**config.mk**
```make
export PLATFORM = sky130hd
export DESIGN_NAME = imem_loader
export DESIGN_NICKNAME = d
export VERILOG_FILES = /design/src/rtl/imem_loader.sv
export SDC_FILE = /design/constraint.sdc
export NUM_CORES = 1
export LEC_CHECK = 0
export ABC_CLOCK_PERIOD_IN_PS = 2830
export CAP_MARGIN = 0
export CORE_MARGIN = 3
export CORE_UTILIZATION = 56
export DETAILED_ROUTE_END_ITERATION = 6
export GPL_ROUTABILITY_DRIVEN = 0
export PLACE_DENSITY = 0.88
export SLEW_MARGIN = 5
export SYNTH_ARGS = -nofsm -noshare
export SYNTH_HDL_FRONTEND = slang
export SYNTH_SLANG_ARGS = --single-unit
```
**constraint.sdc**
```tcl
create_clock -name clk -period 2.83 [get_ports clk]
set_input_delay 0.283 -clock clk [delete_from_list [all_inputs] [get_ports clk]]
set_output_delay 0.283 -clock clk [all_outputs]
set_load 0.02 [all_outputs]
```
**src/rtl/imem_loader.sv**
```systemverilog
// imem_loader: streams a framed program image byte-by-byte, assembles 32-bit
// little-endian words and writes them into instruction memory. The core is
// held in reset until a load completes with a matching XOR checksum.
//
// Frame: LEN[7:0], LEN[15:8], LEN*4 payload bytes, XOR-of-payload checksum.
//
// Ports:
//   clk           system clock, posedge
//   reset         synchronous active-low reset
//   start         one-cycle pulse to begin a load (IDLE/DONE/ERROR only)
//   s_valid       byte-stream valid
//   s_data        byte-stream data
//   s_ready       byte-stream ready
//   imem_we       instruction-memory write strobe, one cycle per word
//   imem_addr     word address of the write
//   imem_wdata    instruction word to write
//   core_hold     1 = processor held in reset
//   busy          load in progress
//   done          last load succeeded
//   error         last load failed
//   words_written number of words written in the current/last load
module imem_loader #(
   parameter int unsigned ADDR_WIDTH = 8
) (
   input  logic                  clk,
   input  logic                  reset,
   input  logic                  start,
   input  logic                  s_valid,
   input  logic [7:0]            s_data,
   output logic                  s_ready,
   output logic                  imem_we,
   output logic [ADDR_WIDTH-1:0] imem_addr,
   output logic [31:0]           imem_wdata,
   output logic                  core_hold,
   output logic                  busy,
   output logic                  done,
   output logic                  error,
   output logic [ADDR_WIDTH:0]   words_written
);

   localparam int unsigned DEPTH = 32'd1 << ADDR_WIDTH;

   typedef enum logic [2:0] {
      S_IDLE,
      S_LEN_LO,
      S_LEN_HI,
      S_DATA,
      S_WRITE,
      S_CHECK,
      S_DONE,
      S_ERROR
   } state_e;

   state_e                state_q, state_d;
   logic [15:0]           len_q;
   logic [ADDR_WIDTH:0]   word_idx_q;
   logic [1:0]            byte_idx_q;
   logic [23:0]           word_q;
   logic [7:0]            csum_q;
   logic                  s_ready_q;
   logic                  imem_we_q;
   logic [ADDR_WIDTH-1:0] imem_addr_q;
   logic [31:0]           imem_wdata_q;
   logic                  core_hold_q;
   logic                  busy_q;
   logic                  done_q;
   logic                  error_q;
   logic [ADDR_WIDTH:0]   words_written_q;

   logic                  hs_c;
   logic [15:0]           len_full_c;

   assign hs_c       = s_valid & s_ready_q;
   // full length as seen during the LEN_HI handshake
   assign len_full_c = {s_data, len_q[7:0]};

   // Next-state decision
   always_comb begin
      state_d = state_q;
      case (state_q)
         S_IDLE, S_DONE, S_ERROR: begin
            if (start) state_d = S_LEN_LO;
         end
         S_LEN_LO: begin
            if (hs_c) state_d = S_LEN_HI;
         end
         S_LEN_HI: begin
            if (hs_c) begin
               if (len_full_c == 16'd0)              state_d = S_CHECK;
               else if (32'(len_full_c) > DEPTH)     state_d = S_ERROR;
               else                                  state_d = S_DATA;
            end
         end
         S_DATA: begin
            if (hs_c && (byte_idx_q == 2'd3)) state_d = S_WRITE;
         end
         S_WRITE: begin
            if ((32'(word_idx_q) + 32'd1) == 32'(len_q)) state_d = S_CHECK;
            else                                         state_d = S_DATA;
         end
         S_CHECK: begin
            if (hs_c) state_d = (s_data == csum_q) ? S_DONE : S_ERROR;
         end
         default: state_d = S_IDLE;
      endcase
   end

   // State, datapath and registered outputs
   always_ff @(posedge clk) begin
      if (!reset) begin
         state_q         <= S_IDLE;
         len_q           <= '0;
         word_idx_q      <= '0;
         byte_idx_q      <= '0;
         word_q          <= '0;
         csum_q          <= '0;
         s_ready_q       <= 1'b0;
         imem_we_q       <= 1'b0;
         imem_addr_q     <= '0;
         imem_wdata_q    <= '0;
         core_hold_q     <= 1'b1;
         busy_q          <= 1'b0;
         done_q          <= 1'b0;
         error_q         <= 1'b0;
         words_written_q <= '0;
      end else begin
         state_q   <= state_d;
         s_ready_q <= (state_d == S_LEN_LO) || (state_d == S_LEN_HI) ||
                      (state_d == S_DATA)   || (state_d == S_CHECK);
         busy_q    <= (state_d == S_LEN_LO) || (state_d == S_LEN_HI) ||
                      (state_d == S_DATA)   || (state_d == S_WRITE)  ||
                      (state_d == S_CHECK);
         imem_we_q <= (state_d == S_WRITE);

         case (state_q)
            S_IDLE, S_DONE, S_ERROR: begin
               if (start) begin
                  word_idx_q      <= '0;
                  byte_idx_q      <= '0;
                  csum_q          <= '0;
                  words_written_q <= '0;
                  done_q          <= 1'b0;
                  error_q         <= 1'b0;
                  core_hold_q     <= 1'b1;
               end
            end
            S_LEN_LO: begin
               if (hs_c) len_q[7:0] <= s_data;
            end
            S_LEN_HI: begin
               if (hs_c) len_q[15:8] <= s_data;
            end
            S_DATA: begin
               if (hs_c) begin
                  csum_q     <= csum_q ^ s_data;
                  byte_idx_q <= byte_idx_q + 2'd1;
                  case (byte_idx_q)
                     2'd0: word_q[7:0]   <= s_data;
                     2'd1: word_q[15:8]  <= s_data;
                     2'd2: word_q[23:16] <= s_data;
                     default: begin
                        // last byte: address and word are frozen for the WRITE cycle
                        imem_addr_q  <= word_idx_q[ADDR_WIDTH-1:0];
                        imem_wdata_q <= {s_data, word_q};
                     end
                  endcase
               end
            end
            S_WRITE: begin
               word_idx_q      <= word_idx_q + 1'b1;
               words_written_q <= words_written_q + 1'b1;
            end
            default: ;
         endcase

         if (state_d == S_DONE) begin
            done_q      <= 1'b1;
            core_hold_q <= 1'b0;
         end
         if (state_d == S_ERROR) begin
            error_q     <= 1'b1;
            core_hold_q <= 1'b1;
         end
      end
   end

   assign s_ready       = s_ready_q;
   assign imem_we       = imem_we_q;
   assign imem_addr     = imem_addr_q;
   assign imem_wdata    = imem_wdata_q;
   assign core_hold     = core_hold_q;
   assign busy          = busy_q;
   assign done          = done_q;
   assign error         = error_q;
   assign words_written = words_written_q;

endmodule

```
After elaboration in Yosys (flattened, before gate mapping)
Cells that the tools add are included.
{"block": "totals", "regBits": 117, "latchBits": 0, "ram_bits": 0, "romBits": 0, "word_cells": 102, "memories": 0}
{"block": "classes", "addsub": 4, "multipliers": 0, "div_mod_pow": 0, "magnitude_cmp": 1, "n_eq_ne": 21, "shift": 0, "mux": 26, "bitwise_logic": 4, "reduce_logical": 28}
{"cell": "9-bit one-hot mux with 2 select lines", "n": 2}
{"cell": "3-bit equality test (second input constant)", "n": 8}
{"cell": "3-bit two-way mux", "n": 8}
{"cell": "9-bit by 1-bit adder with 9-bit output (second input constant)", "n": 2}
{"cell": "3-bit one-hot mux with 6 select lines", "n": 1}
{"cell": "10-bit by 16-bit equality test with 1-bit output", "n": 1}
{"cell": "16-bit by 9-bit > comparator with 1-bit output (second input constant)", "n": 1}
{"cell": "16-bit zero test", "n": 1}
{"cell": "8-bit two-way mux", "n": 2}
{"cell": "8-bit one-hot mux with 2 select lines", "n": 1}
{"cell": "3-bit AND reduction", "n": 5}
{"cell": "3-bit by 2-bit equality test with 1-bit output (second input constant)", "n": 4}
{"cell": "2-bit nonzero test", "n": 6}
{"cell": "9-bit by 1-bit adder with 10-bit output (second input constant)", "n": 1}
{"cell": "2-bit AND reduction", "n": 5}
{"cell": "9-bit two-way mux", "n": 1}
{"cell": "8-bit equality test", "n": 1}
{"cell": "1-bit two-way mux", "n": 8}
{"cell": "8-bit XOR", "n": 1}
{"cell": "3-bit by 1-bit equality test with 1-bit output (second input constant)", "n": 2}
{"cell": "3-bit OR reduction", "n": 2}
{"cell": "1-bit logical OR", "n": 5}
{"cell": "2-bit equality test (second input constant)", "n": 2}
{"cell": "2-bit two-way mux", "n": 2}
{"cell": "10 further kinds", "n": 12}

Logic depth before layout (Yosys ltp)
{"block": "logic_depth", "word_depth": 10, "depth_mapped": 9}

Worst setup path after synthesis
OpenSTA, ideal clock, no wires.
{"block": "synth_timing", "kind": "flip-flop to flip-flop", "startpoint": "register word_idx_q[0]", "endpoint": "register state_q[1]", "arrival_time_ns": 1.916, "t_required_ns": 2.713, "path_slack_ns": 0.797, "stages_incl_launch_ff": 8, "cell_sequence": "dfxtp_1 > ha_1 > and3_1 > and3_1 > mux2_2 > nor3_1 > nand3_1 > a22o_1"}
{"block": "synth_via", "elab_chain_cells": 4}
{"element": "start, declared", "line": "56", "source": "logic [ADDR_WIDTH:0] word_idx_q;"}
{"element": "start signal, assigned", "line": "170", "source": "word_idx_q <= word_idx_q + 1'b1;"}
{"element": "9-bit by 1-bit adder with 10-bit output", "line": "98", "source": "if ((32'(word_idx_q) + 32'd1) == 32'(len_q)) state_d = S_CHECK;"}
{"element": "10-bit by 16-bit equality test with 1-bit output", "line": "98"}
{"element": "3-bit two-way mux", "line": "98"}
{"element": "3-bit one-hot mux with 6 select lines", "line": "80", "source": "case (state_q)"}
{"element": "end signal, assigned", "line": "127", "source": "state_q <= state_d;"}
{"element": "end, declared", "line": "54", "source": "state_e state_q, state_d;"}
Every way passes these cells.
A chain may end at the register's enable or synchronous reset.

Final worst setup path
{"block": "layout_timing", "startpoint": "register word_idx_q[1]", "endpoint": "register state_q[1]"}
The elaborated chain is that of the path after synthesis.

==> results.cfg <==
[clocking]
hold_buffers = 0
cts_max_path_buffers = 2
htreeDepth = 4
clock-sinks = 117
cts_setup_buffers = 0
cts_resized = 0
clk_latency_ps = 520
cts.reportedPaths.clkPinSlew_ps = 60
numCtsBuffers = 17
cts_root_buffer = clkbuf_8
cts_tree = done

[floorplan]
die-height_microns = 105
die_x_microns = 105
rows = 35
coreArea_sq_um = 9330
ioPinCount = 67
die_area_sq_um = 10900
initial_utilization = 0.583

[yosys]
async_flop_share = 0
synth_ff_type = dfxtp_1
synth-edff-count = 0
synth_xor_area_frac = 0.0113
synth.largest_area_cell = dfxtp_1
avgSynthCellArea_sq_um = 8.24
synth_area_sq_um = 5440
synth_top_family_by_area = simple AND/OR/NAND/NOR gates
synth_area_leaders = dfxtp_1 43%, a21boi_0 10%, nand2_1 9.7%, nor2b_1 3.9%, nand3_1 3.4%
ys_ff_latch = 117
yosysWarnings = 0
synth.top_cell.area_share = 0.430
ys_top_cells_by_count = 141 x nand2_1, 117 x dfxtp_1, 76 x a21boi_0
synthSimpleGateAreaFrac = 0.265
synth_mux_area_frac = 0.0225
synth_compound_area_frac = 0.198
synth-adder-area-share = 0.0161
ys_seq_area_frac = 0.430
yosysMostFrequentCell = nand2_1
yosysUniqueCellTypes = 54
synth_cells = 660
synthesis.nets = 679

[power]
powerDensity_nw_per_um2 = 661
leakage_nw = 2.31
ir_worst_vdd_uv = 431

[timing]
fin_worst_skew_ps = 10.6
finalCritPeriodShare = 0.850
slew_viol_final = 0
hold_viol_final = 0
slew-limit-headroom = 0.453
worstMarginPinSlew_ps = 820
max_freq_ghz = 0.416
setup_tns_ps = 0
rsz0062_at_grt = no
fin_crit_ps = 2410
setup_viol = 0

[cells_and_area]
multi_input_area_sq_um = 2790
drive_above_1_share = 0.0914
layout.nets = 728
final_cell_area_sq_um = 6730
seqCellArea_sq_um = 2340
synthToLayoutAreaGrowth_pct = 23.6
diodes = 0
fillCellCount = 679

[drt]
drtIter0Drc = 321
drc = 0
wirelength_mm = 13.4
ant_nets = 0
vias = 4905
drtPass1Iterations = 6
viasPerCell = 5.76
wl_per_cell_microns = 15.8

[critical_path]
cp.arrival_ps = 2810
r2r_start = word_idx_q[1]
worst_setup_path_end_kind = register
worstPathMaxFanout = 7
rrSetupSlack_ps = 420
critPathLaunchType = register
required_ps = 3240
rr_endpoint = state_q[1]
rr_worst_depth = 7
path_class = reg -> reg
crit_start = word_idx_q[1]
endpoint = state_q[1]

[grt]
grt_pass1_wl_mm = 22.5
antenna_found_initial = 0
grt_overflow = 0
first_global_vias = 4841
grt_max_degree = 56
track_usage = 0.251

[placement]
numPortBuffers = 66
placed_area_sq_um = 6110
place_hpwl_mm = 8.60

[outcome]
status = finished clean

[min_path]
hold_class = in -> reg

[job]
drv_cap = 0
-- placed cells by master (no fill, tap or decap), types with 5 or more instances in the layout --
cell	n
nor2b_1	34
ha_1	7
clkbuf_16	16
nand4_1	5
nand3_1	37
a22oi_1	11
mux2i_1	10
clkdlybuf4s50_1	65
dfxtp_1	117
nor3_1	11
a31oi_1	7
nand2_1	141
xor2_1	5
nor2_1	21
buf_4	15
a21oi_1	11
o21a_1	7
and3_1	8
or2_2	5
o21ai_0	29
and2_1	7
a21boi_0	76
nor4_1	8
inv_1	12
-- per-layer routing --
metal / share of wire / GRT usage
met1: 0.42 / 0.302
met2: 0.49 / 0.422
met3: 0.066 / 0.0618
met4: 0.030 / 0.117
met5: 0 / 0
-- layout make-up --
cell class                 instances  share of cell area
clock inverter                    14              0.0283
sequential                       117               0.348
timing repair buffer              81               0.114
multi-input combinational        480               0.415
inverter                          12             0.00670
tap                              129              0.0240
clock buffer                      18              0.0636
-- critical path: stages (launching register included) --
cell and delay, ps:
dfxtp_1 440, ha_1 320, nand3_1 160, nor3_1 330, mux2_2 390, nor3_1 250, nand3_1 140, a22o_1 260
-- cells by family after synthesis --
logic type | after synthesis
and+or+nand+nor | 297
AOI/OAI and AO/OA | 157
DFF | 117
buffers and inverters | 63
muxes | 12
xor gates and xnor gates | 7
adders and majority gates | 7
-- flip-flops by register name, summed over array words and instances, names as in the netlist --
name and flops:
busy 1, s_ready 1, imem_we 1, csum_q 8, word_q 24, imem_wdata 32
state_q 3, words_written 9, error 1, imem_addr 8, word_idx_q 9, core_hold 1
len_q 16, byte_idx_q 2, done 1
-- per-stage QoR --
stage | util | hold WS [ps] | worst slack (ps) | cells | power [mW]
2_1_floorplan | - | 441 | 797 | 660 | 2.10
3_3_place_gp | 0.655 | 450 | 485 | 819 | 2.22
3_5_place_dp | 0.655 | 455 | 412 | 819 | 2.24
4_1_cts | 0.721 | 393 | 506 | 851 | 4.45
5_1_grt | 0.721 | 453 | 306 | 851 | 4.59
6_report | 0.721 | 410 | 424 | 851 | 4.45
-- report_power, final --
group          leakage [nW]  total [mW]  internal (mW)  switching, mW
Combinational          1.07       0.491          0.195          0.296
Clock                 0.301        2.22           1.39          0.828
Sequential            0.943        1.74           1.69         0.0510
Total                  2.31        4.45           3.27           1.17
-- worst min path at each step --
stage	from	endpoint	slack, ps	cells after the start
after floorplan	word_q[0]	imem_wdata[0]	440	2
after CTS	reset	words_written[6]	390	2
after global routing	reset	words_written[6]	450	2
after global placement	len_q[13]	len_q[13]	450	2
final	reset	imem_wdata[15]	410	2
after detailed placement	imem_wdata[20]	imem_wdata[20]	460	2
No activity file was read; power rests on OpenSTA's default activity.
